**config.mk**
```make
export PLATFORM = sky130hd
export DESIGN_NAME = seg_scan_controller_flat
export DESIGN_NICKNAME = d
export VERILOG_FILES = /design/src/rtl/seg_scan_controller_if.sv /design/src/rtl/seg_scan_controller.sv /design/src/flat_wrapper.sv
export SDC_FILE = /design/constraint.sdc
export NUM_CORES = 1
export LEC_CHECK = 0
export CAP_MARGIN = 30
export CORE_AREA = 5 5 94 96
export DETAILED_ROUTE_END_ITERATION = 8
export DIE_AREA = 0 0 99 101
export PLACE_DENSITY = 0.68
export SETUP_SLACK_MARGIN = 0.02
export SLEW_MARGIN = 20
export SYNTH_ARGS = -nofsm -noshare
export SYNTH_HDL_FRONTEND = slang
export SYNTH_SLANG_ARGS = --single-unit
```
**constraint.sdc**
```tcl
create_clock -name clk -period 2.65 [get_ports clk]
set_input_delay 0.53 -clock clk [delete_from_list [all_inputs] [get_ports clk]]
set_output_delay 0.53 -clock clk [all_outputs]
set_load 0.02 [all_outputs]
```
**src/rtl/seg_scan_controller_if.sv**
```systemverilog
`default_nettype none
// ============================================================================
// Module      : seg_scan_controller_if
// Description : Bundle between the display logic (master) and the 7-segment
//               scan controller (slave): scan control, packed BCD digits,
//               digit enables, and the shared-decoder / anode outputs.
// Revision    : 1.0 - initial release
// ============================================================================
interface seg_scan_controller_if #(
  parameter int NUM_DIGITS = 8,
  parameter int IDX_W      = $clog2(NUM_DIGITS)
);
  logic                    enable;
  logic                    load;
  logic [4*NUM_DIGITS-1:0] digits_in;
  logic [NUM_DIGITS-1:0]   digit_en;
  logic [3:0]              digit_code;
  logic [NUM_DIGITS-1:0]   an_n;
  logic [IDX_W-1:0]        scan_idx;
  logic                    frame_start;

  // Display logic side: supplies digits and control, observes scan status
  modport master (
    output enable, load, digits_in, digit_en,
    input  digit_code, an_n, scan_idx, frame_start
  );

  // Scan controller side
  modport slave (
    input  enable, load, digits_in, digit_en,
    output digit_code, an_n, scan_idx, frame_start
  );
endinterface
`default_nettype wire

```
**src/rtl/seg_scan_controller.sv**
```systemverilog
`default_nettype none
// ============================================================================
// Module      : seg_scan_controller
// Description : Time-multiplexed scan controller for an N-digit common-anode
//               7-segment display. Presents one digit code at a time to a
//               shared BCD decoder with an active-low one-hot anode select,
//               and blanks all anodes at the end of every slot.
//               Optional macro SEG_SCAN_LZ_BLANK_EN enables leading-zero
//               suppression.
// Revision    : 1.0 - initial release
// ============================================================================
module seg_scan_controller #(
  parameter int NUM_DIGITS = 8,
  parameter int CLK_DIV    = 100000,
  parameter int BLANK_CYC  = 16,
  parameter int IDX_W      = $clog2(NUM_DIGITS)
) (
  input  logic                clk,
  input  logic                rst_n,
  seg_scan_controller_if.slave bus
);

  localparam int               CNT_W       = $clog2(CLK_DIV);
  localparam logic [CNT_W-1:0] c_show_last = CNT_W'(CLK_DIV - BLANK_CYC - 1);
  localparam logic [CNT_W-1:0] c_slot_last = CNT_W'(CLK_DIV - 1);
  localparam logic [IDX_W-1:0] c_idx_last  = IDX_W'(NUM_DIGITS - 1);

  typedef enum logic [1:0] {
    ST_IDLE  = 2'd0,
    ST_SHOW  = 2'd1,
    ST_BLANK = 2'd2
  } state_t;

  state_t                  r_state;
  logic [CNT_W-1:0]        r_prescale;
  logic [4*NUM_DIGITS-1:0] r_shadow;
  logic [IDX_W-1:0]        r_idx;
  logic [3:0]              r_code;
  logic [NUM_DIGITS-1:0]   r_an_n;
  logic                    r_frame;

  logic [NUM_DIGITS-1:0]   w_lz_mask;
  logic [IDX_W-1:0]        w_next_idx;
  logic                    w_lit;
  logic [3:0]              w_next_code;
  logic [NUM_DIGITS-1:0]   w_next_an_n;

`ifdef SEG_SCAN_LZ_BLANK_EN
  // Marks every zero digit above the most significant nonzero digit.
  // Digit 0 is never marked so a value of zero still shows a single "0".
  function automatic logic [NUM_DIGITS-1:0] f_lz_mask(
    input logic [4*NUM_DIGITS-1:0] digits
  );
    logic seen;
    f_lz_mask = '0;
    seen      = 1'b0;
    for (int i = NUM_DIGITS - 1; i >= 1; i--) begin
      if (digits[4*i +: 4] != 4'd0) seen = 1'b1;
      f_lz_mask[i] = ~seen;
    end
  endfunction

  logic [NUM_DIGITS-1:0] r_lz_mask;

  // Suppression mask follows the shadow register, refreshed on every load
  always_ff @(posedge clk or negedge rst_n) begin
    if (!rst_n) begin
      r_lz_mask <= f_lz_mask({4*NUM_DIGITS{1'b0}});
    end else if (bus.load) begin
      r_lz_mask <= f_lz_mask(bus.digits_in);
    end
  end

  assign w_lz_mask = r_lz_mask;
`else
  assign w_lz_mask = '0;
`endif

  // Outputs for the slot about to enter SHOW: index 0 from IDLE, otherwise
  // the successor of the current index (only consumed on SHOW entry).
  always_comb begin
    w_next_idx = '0;
    if (r_state == ST_BLANK && r_idx != c_idx_last) begin
      w_next_idx = r_idx + 1'b1;
    end
    w_lit       = bus.digit_en[w_next_idx] & ~w_lz_mask[w_next_idx];
    w_next_code = w_lit ? r_shadow[{w_next_idx, 2'b00} +: 4] : 4'hF;
    w_next_an_n = w_lit ? ~(NUM_DIGITS'(1) << w_next_idx) : '1;
  end

  // Scan FSM with shadow capture; code and anode are sampled only on SHOW
  // entry so a mid-slot load never tears the digit currently shown.
  always_ff @(posedge clk or negedge rst_n) begin
    if (!rst_n) begin
      r_state    <= ST_IDLE;
      r_prescale <= '0;
      r_shadow   <= '0;
      r_idx      <= '0;
      r_code     <= 4'hF;
      r_an_n     <= '1;
      r_frame    <= 1'b0;
    end else begin
      if (bus.load) begin
        r_shadow <= bus.digits_in;
      end

      if (!bus.enable) begin
        r_state    <= ST_IDLE;
        r_prescale <= '0;
        r_idx      <= '0;
        r_code     <= 4'hF;
        r_an_n     <= '1;
        r_frame    <= 1'b0;
      end else begin
        case (r_state)
          ST_IDLE: begin
            r_state    <= ST_SHOW;
            r_prescale <= '0;
            r_idx      <= '0;
            r_code     <= w_next_code;
            r_an_n     <= w_next_an_n;
            r_frame    <= 1'b1;
          end

          ST_SHOW: begin
            r_frame    <= 1'b0;
            r_prescale <= r_prescale + 1'b1;
            if (r_prescale == c_show_last) begin
              r_state <= ST_BLANK;
              r_an_n  <= '1;
            end
          end

          ST_BLANK: begin
            r_frame <= 1'b0;
            if (r_prescale == c_slot_last) begin
              r_state    <= ST_SHOW;
              r_prescale <= '0;
              r_idx      <= w_next_idx;
              r_code     <= w_next_code;
              r_an_n     <= w_next_an_n;
              r_frame    <= (w_next_idx == '0);
            end else begin
              r_prescale <= r_prescale + 1'b1;
            end
          end

          default: begin
            r_state    <= ST_IDLE;
            r_prescale <= '0;
            r_idx      <= '0;
            r_code     <= 4'hF;
            r_an_n     <= '1;
            r_frame    <= 1'b0;
          end
        endcase
      end
    end
  end

  assign bus.digit_code  = r_code;
  assign bus.an_n        = r_an_n;
  assign bus.scan_idx    = r_idx;
  assign bus.frame_start = r_frame;

endmodule
`default_nettype wire

```
**src/flat_wrapper.sv**
```systemverilog
// flat-port wrapper written by rule: the top's interface ports become plain ports
module seg_scan_controller_flat 
#(
  parameter int NUM_DIGITS = 8,
  parameter int CLK_DIV    = 100000,
  parameter int BLANK_CYC  = 16,
  parameter int IDX_W      = $clog2(NUM_DIGITS)
)
  (clk, rst_n, bus_enable, bus_load, bus_digits_in, bus_digit_en, bus_digit_code, bus_an_n, bus_scan_idx, bus_frame_start);
  seg_scan_controller_if #(.NUM_DIGITS(NUM_DIGITS), .IDX_W(IDX_W)) bus_i ();
  input  logic clk;
  input  logic rst_n;
  input wire logic [$bits(bus_i.enable)-1:0] bus_enable;
  input wire logic [$bits(bus_i.load)-1:0] bus_load;
  input wire logic [$bits(bus_i.digits_in)-1:0] bus_digits_in;
  input wire logic [$bits(bus_i.digit_en)-1:0] bus_digit_en;
  output wire logic [$bits(bus_i.digit_code)-1:0] bus_digit_code;
  output wire logic [$bits(bus_i.an_n)-1:0] bus_an_n;
  output wire logic [$bits(bus_i.scan_idx)-1:0] bus_scan_idx;
  output wire logic [$bits(bus_i.frame_start)-1:0] bus_frame_start;
  assign bus_i.enable = bus_enable;
  assign bus_i.load = bus_load;
  assign bus_i.digits_in = bus_digits_in;
  assign bus_i.digit_en = bus_digit_en;
  assign bus_digit_code = bus_i.digit_code;
  assign bus_an_n = bus_i.an_n;
  assign bus_scan_idx = bus_i.scan_idx;
  assign bus_frame_start = bus_i.frame_start;
  seg_scan_controller #(.NUM_DIGITS(NUM_DIGITS), .CLK_DIV(CLK_DIV), .BLANK_CYC(BLANK_CYC), .IDX_W(IDX_W)) u_core (.clk(clk), .rst_n(rst_n), .bus(bus_i));
endmodule
```
==> summary.md, run 1 <==
| Metric | Value |
|---|---|
| Outcome | finished clean |
| Startpoint types | flop |
| Critical path class | flop to flop |
| Post-DP HPWL | 5550 um |
| Worst Path Max Fanout | 14 |
| Routed len/inst | 16.1 um |
| Gr ovfl total | 0 |
| EDFF count, synth | 0 |
| Worst-path clk slew | 0.07 ns |
| First-pass GRT wire length | 12400 um |
| Nets@finish | 408 |
| Synth unique cells | 59 |
| Vias in the first global route | 2485 |
| Pin count of the biggest net entering global routing | 42 |
| Slowest CP cell | ha_1 |
| Critical path arrival | 2.75 ns |
| Hold WS | 0.128 ns |
| Die ar. | 0.0100 mm2 |
| Core area | 0.00797 mm2 |
| Fraction of layout cells with a size suffix above 1 | 26.2% |
| Finished layout cell area | 0.00434 mm2 |
| Ys async rst share | 100% |
| Worst path cell trace | ha_1, and2b_2, a2111oi_1, o32ai_2, nand4_2, o22a_1 |
| Post-synth top area share | 40.1% |
| GPL Wtd Cong | 0.795 |
| Placed cell count | 450 |
| CP required | 2.94 ns |
| Most common flop cell mapped by yosys | dfrtp_1 |
| Vias per Instance | 5.23 |
| Chip Width | 99 um |
| Hold Buf Count CTS | 0 |
| Post-CTS setup buffers | 0 |
| Mapped Cells | 290 |
| # IOs | 60 |
| P&R area growth vs syn | 26.4% |
| Initial drt markers | 84 |
| Setup TNS | 0 ns |
| Final setup vio count | 0 |
| MaxCap Viol Count | 0 |
| Via Count | 2441 |
| CTS Buffer Depth | 2 |
| Clock latency on the worst-skew pair | 0.35 ns |
| Register area share after synthesis | 49.3% |
| Detail Route Antenna Nets | 0 |
| Number of port buffers | 59 |
| Clk sinks | 67 |
| Initial antenna violation count | 0 |
| Static leakage | 1.67 nW |
| Final Skew | 0.00978 ns |
| DRC Markers | 0 |
| Post-synth top area cell | dfrtp_1 |
| CTS tree | done |
| H-tree levels | 3 |
| Clock Tree Root | clkbuf_8 |
| Part of the cycle the worst path needs | 92.9% |
| Die Y | 101 um |
| Slew @ Worst Pin | 0.666 ns |
| Antenna cell count | 0 |
| Critical path's largest stage delay | 0.59 ns |
| Achievable frequency | 406 MHz |
| Final Critical Period | 2.46 ns |
| Power Dens Cells | 656 mW/mm2 |
| Final WS setup | 0.188 ns |
| Mapped Nets | 341 |
| Global Route Usage Sum | 15.8% |
| Core Rows | 33 |
| Pre-Repair DR Iteration Count | 4 |
| Slew headroom | 55.5% |
| Placed instance area | 0.00412 mm2 |
| Overall power | 2.85 mW |
| Synth top area cells | dfrtp_1, mux2_2, dfstp_2 |
| Final wirelength | 7510 um |
| Initial Utilization | 43.1% |
| Slew Viols, Final | 0 |
| Post-CTS Resized | 0 |
| Util after Layout | 54.4% |
| Syn avg cell area | 11.8 um2 |
| CTS Buf Count | 9 |
| Post-synthesis register bit count | 67 |
| Post-Syn Area | 0.00343 mm2 |
| RSZ-0062 raised after global routing | no |
| Endpoint type of the worst setup path | flop |
| Pre-CTS setup slack | 0.220 ns |
| Hold Path Class | input port to async pin |
| Ys Warns | 0 |
| Worst VDD drop | 0.000262 V |
| Fill cell count | 716 |
| Final Hold Viols | 0 |
| Final Non-Filler Cells | 467 |
[kinds of logic (layout without fill, tap and decap cells)]
kind of cell | after synthesis | after routing | share of synthesized area [%]
muxes | 47 | 47 | 15.0
and+or+nand+nor | 89 | 89 | 15.4
buffers and inverters | 21 | 93 | 3.90
AOI/OAI and AO/OA | 43 | 43 | 9.77
xor gates and xnor gates | 16 | 16 | 4.08
adders and majority gates | 7 | 7 | 2.55
DFF | 67 | 67 | 49.3
[flip-flops by register name, indices dropped and copies added (netlist names)]
name	count
u_core.bus.digit_code	4
u_core.bus.frame_start	1
u_core.bus.an_n	8
u_core.bus.scan_idx	3
u_core.r_state	2
u_core.r_shadow	32
u_core.r_prescale	17
[report_power, final]
group / leakage (nW) / total (mW) / internal (mW) / switching [mW]
sequential: 0.818 / 1.20 / 1.14 / 0.0613
combinational: 0.767 / 0.816 / 0.380 / 0.436
clock: 0.0885 / 0.833 / 0.434 / 0.399
[routing by layer]
| metal | global-route usage, % | wire (um) | vias to the layer above |
|---|---|---|---|
| met4 | 5.67 | 125 | 0 |
| met1 | 20.4 | 3370 | 1205 |
| li1 | - | - | 1177 |
| met3 | 4.84 | 406 | 8 |
| met5 | 0 | 0 | - |
| met2 | 25.3 | 3610 | 51 |
[path summary, 6_finish.rpt]
kind | cells past startpoint | start | to | slack [ns]
worst min-delay path | 1 | rst_n | u_core.r_prescale[12] | 0.13
max in group asynchronous | 3 | rst_n | u_core.r_shadow[25] | 1.83
worst max register to register | 6 | u_core.bus.scan_idx[1] | u_core.bus.an_n[7] | 0.19
worst max-delay path | 6 | u_core.bus.scan_idx[1] | u_core.bus.an_n[7] | 0.19
worst min register to register | 1 | u_core.r_prescale[0] | u_core.r_prescale[0] | 0.50
min in group clk | 1 | u_core.r_prescale[0] | u_core.r_prescale[0] | 0.50
[final cells by class]
cell class	count	area (um2)	share of cell area (%)
flip-flops and latches	67	1690	39.0
multi-input cells	202	1610	37.0
repair buffers	70	688	15.9
well taps	105	131	3.03
clock buffers	10	128	2.94
clock inverters	6	66.3	1.53
inverters	7	26.3	0.606
[placed cells by master, fill, tap and decap left out, types with 4 or more instances in the layout]
master           count
dfrtp_1             55
buf_4               10
nor2_1              25
nand4_1              6
mux2_2              36
o22a_1               6
o21ai_0              6
o22ai_1              5
a21oi_1              6
nand2_1             12
dfstp_2             12
mux2i_1             11
xor2_1               8
inv_1                7
xnor2_1              8
clkdlybuf4s50_1     58
ha_1                 7
a221o_1              4
a211oi_1             4
clkbuf_8             9
nand3_1             10
[synthesized netlist by cell type (3+ instances only)]
| master | instances |
|---|---|
| or2_2 | 3 |
| inv_1 | 7 |
| o21ai_0 | 6 |
| a211oi_1 | 4 |
| buf_6 | 3 |
| dfrtp_1 | 55 |
| dfstp_2 | 12 |
| xor2_1 | 8 |
| mux2_2 | 36 |
| nand3_1 | 10 |
| nand2_1 | 12 |
| and3_1 | 3 |
| xnor2_1 | 8 |
| nor2_1 | 25 |
| nand4_1 | 6 |
| a21oi_1 | 6 |
| o22a_1 | 6 |
| nand2b_1 | 3 |
| nor3_1 | 3 |
| o22ai_1 | 5 |
| ha_1 | 7 |
| nand3b_1 | 3 |
| a221o_1 | 4 |
| mux2i_1 | 11 |
| buf_1 | 3 |
[critical path: cells and delay by family (launching register included)]
kind	cells	cell delay, ns
compound gates	3	0.96
fa+ha+maj	1	0.59
simple gates	2	0.45
flops	1	0.40
Power figures use the tool's default switching activity.
==> run 2, diff against run 1 <==
--- a/config.mk
+++ b/config.mk
@@ -11,7 +11,8 @@
 export DIE_AREA = 0 0 99 101
 export PLACE_DENSITY = 0.68
 export SETUP_SLACK_MARGIN = 0.02
-export SLEW_MARGIN = 20
+export SLEW_MARGIN = 0
 export SYNTH_ARGS = -nofsm -noshare
 export SYNTH_HDL_FRONTEND = slang
 export SYNTH_SLANG_ARGS = --single-unit
+export TNS_END_PERCENT = 1
==> run 2 against run 1 <==
Compared with the run above: wire length up 0.40%; total power decreased by 0.25%; cell count decreased by 0.21%; clock-buffer cell count unchanged; worst setup slack better by 0.0031 ns; first-iteration DRC count up 56%; critical path type unchanged; critical endpoint unchanged; largest cell class unchanged.
==> summary.md, run 2 (same netlist as run 1, synthesis figures left out) <==
| Metric | Value |
|---|---|
| Max FFs per register | 32 (unchanged) |
| Final setup vio count | 0 (unchanged) |
| # IOs | 60 (unchanged) |
| CTS tree | done |
| Post-DP HPWL | 5550 um (unchanged) |
| Die ar. | 0.0100 mm2 (unchanged) |
| Core Rows | 33 (unchanged) |
| Slew Viols, Final | 0 (unchanged) |
| MaxCap Viol Count | 0 (unchanged) |
| Achievable frequency | 407 MHz (+0.13%) |
| Nets@finish | 407 (-0.25%) |
| Top reg by flops | u_core.r_shadow |
| Post-CTS Resized | 0 (unchanged) |
| Core area | 0.00797 mm2 (unchanged) |
| Fraction of layout cells with a size suffix above 1 | 26.0% (-0.20 points) |
| Pin count of the biggest net entering global routing | 42 (unchanged) |
| Slowest CP cell | ha_1 |
| CTS Buffer Depth | 2 (unchanged) |
| Clock latency on the worst-skew pair | 0.35 ns (about the same) |
| CTS Buf Count | 9 (unchanged) |
| Critical path class | flop to flop |
| Critical path's largest stage delay | 0.59 ns (about the same) |
| Fill cell count | 718 (+0.28%) |
| Outcome | finished clean |
| Antenna cell count | 0 (unchanged) |
| Initial antenna violation count | 0 (unchanged) |
| Clk sinks | 67 (unchanged) |
| Endpoint type of the worst setup path | flop |
| Final Hold Viols | 0 (unchanged) |
| Final Skew | 0.00981 ns (+0.0000203 ns) |
| Vias per Instance | 5.25 (+0.50%) |
| Post-CTS setup buffers | 0 (unchanged) |
| Final wirelength | 7540 um (+0.40%) |
| Hold Path Class | input port to async pin |
| First-pass GRT wire length | 12400 um (unchanged) |
| H-tree levels | 3 (unchanged) |
| DRC Markers | 0 (unchanged) |
| Vias in the first global route | 2485 (unchanged) |
| Clock Tree Root | clkbuf_8 |
| Static leakage | 1.66 nW (-0.76%) |
| Worst VDD drop | 0.000262 V (+0.26%) |
| Commonest non-fill, non-tap cells in the layout | clkdlybuf4s50_1, dfrtp_1, mux2_2 |
| RSZ-0062 raised after global routing | no |
| Detail Route Antenna Nets | 0 (unchanged) |
| Hold Buf Count CTS | 0 (unchanged) |
| Routed len/inst | 16.2 um (+0.61%) |
| Power Dens Cells | 659 mW/mm2 (+0.39%) |
| Initial drt markers | 131 (+56%) |
| Final Critical Period | 2.46 ns (-0.00313 ns) |
| Startpoint types | flop |
| CP required | 2.94 ns (about the same) |
| Most common cell after layout, fill and taps aside | clkdlybuf4s50_1 |
| Die Y | 101 um (unchanged) |
| Initial Utilization | 43.1% (unchanged) |
| Worst Path Max Fanout | 14 (unchanged) |
| Via Count | 2448 (+0.29%) |
| Gr ovfl total | 0 (unchanged) |
| P&R area growth vs syn | 25.6% |
| Critical path arrival | 2.75 ns (about the same) |
| Number of port buffers | 59 (unchanged) |
| Worst path cell trace | ha_1, and2b_2, a2111oi_1, o32ai_2, nand4_2, o22a_1 |
| Chip Width | 99 um (unchanged) |
| Global Route Usage Sum | 15.8% (unchanged) |
| GPL Wtd Cong | 0.795 (unchanged) |
| Pre-Repair DR Iteration Count | 4 (unchanged) |
| Part of the cycle the worst path needs | 92.8% (-0.12 points) |
| Setup TNS | 0 ns (unchanged) |
| Slew @ Worst Pin | 0.913 ns (+0.247 ns) |
| Worst-path clk slew | 0.07 ns (about the same) |
| Overall power | 2.84 mW (-0.25%) |
| Slew headroom | 39.1% (-16 points) |
[run 2: metal layers]
layer | vias up | wire [um] | global-route usage (%)
met5 | - | 0 | 0
met2 | 49 | 3630 | 25.3
li1 | 1176 | - | -
met4 | 0 | 125 | 5.67
met3 | 8 | 421 | 4.84
met1 | 1215 | 3370 | 20.4
[run 2: worst max-delay path: cells and delay by family (launching register included)]
kind	cells	cell delay (ns)
adders and majority gates	1	0.59
and+or+nand+nor	2	0.45
AOI/OAI and AO/OA	3	0.96
DFF	1	0.40
[run 2: cell type report]
class	count	area, um2	area share, %
flip-flops and latches	67	1690	39.2
inverters	7	26.3	0.610
multi-input cells	202	1610	37.3
clock inverters	6	66.3	1.54
clock buffers	10	128	2.96
well taps	105	131	3.05
repair buffers	69	661	15.3
[run 2: final timing paths]
kind	startpoint	end	slack (ns)	depth (start not counted)
min in group clk	u_core.r_prescale[0]	u_core.r_prescale[0]	0.50	1
setup reg to reg	u_core.bus.scan_idx[1]	u_core.bus.an_n[7]	0.19	6
hold / removal	rst_n	u_core.r_prescale[9]	0.31	1
max in group asynchronous	rst_n	u_core.r_shadow[25]	1.64	2
setup / recovery	u_core.bus.scan_idx[1]	u_core.bus.an_n[7]	0.19	6
hold reg to reg	u_core.r_prescale[0]	u_core.r_prescale[0]	0.50	1
[run 2: metrics by stage]
step	cell area [um2]	utilization (%)	cells	hold slack [ns]	worst slack [ns]
detailed placement	4120	51.7	450	0.489	0.220
global route	4310	54.1	466	0.388	0.0626
floorplan	3430	-	290	0.234	0.419
finish	4310	54.1	466	0.305	0.191
CTS	4310	54.1	466	0.335	0.212
global placement	4120	51.7	450	0.470	0.319
[run 2: report_power, final]
part / switching, mW / internal (mW)
clock: 0.398 / 0.434
combinational: 0.435 / 0.376
sequential: 0.0611 / 1.14
total: 0.894 / 1.95
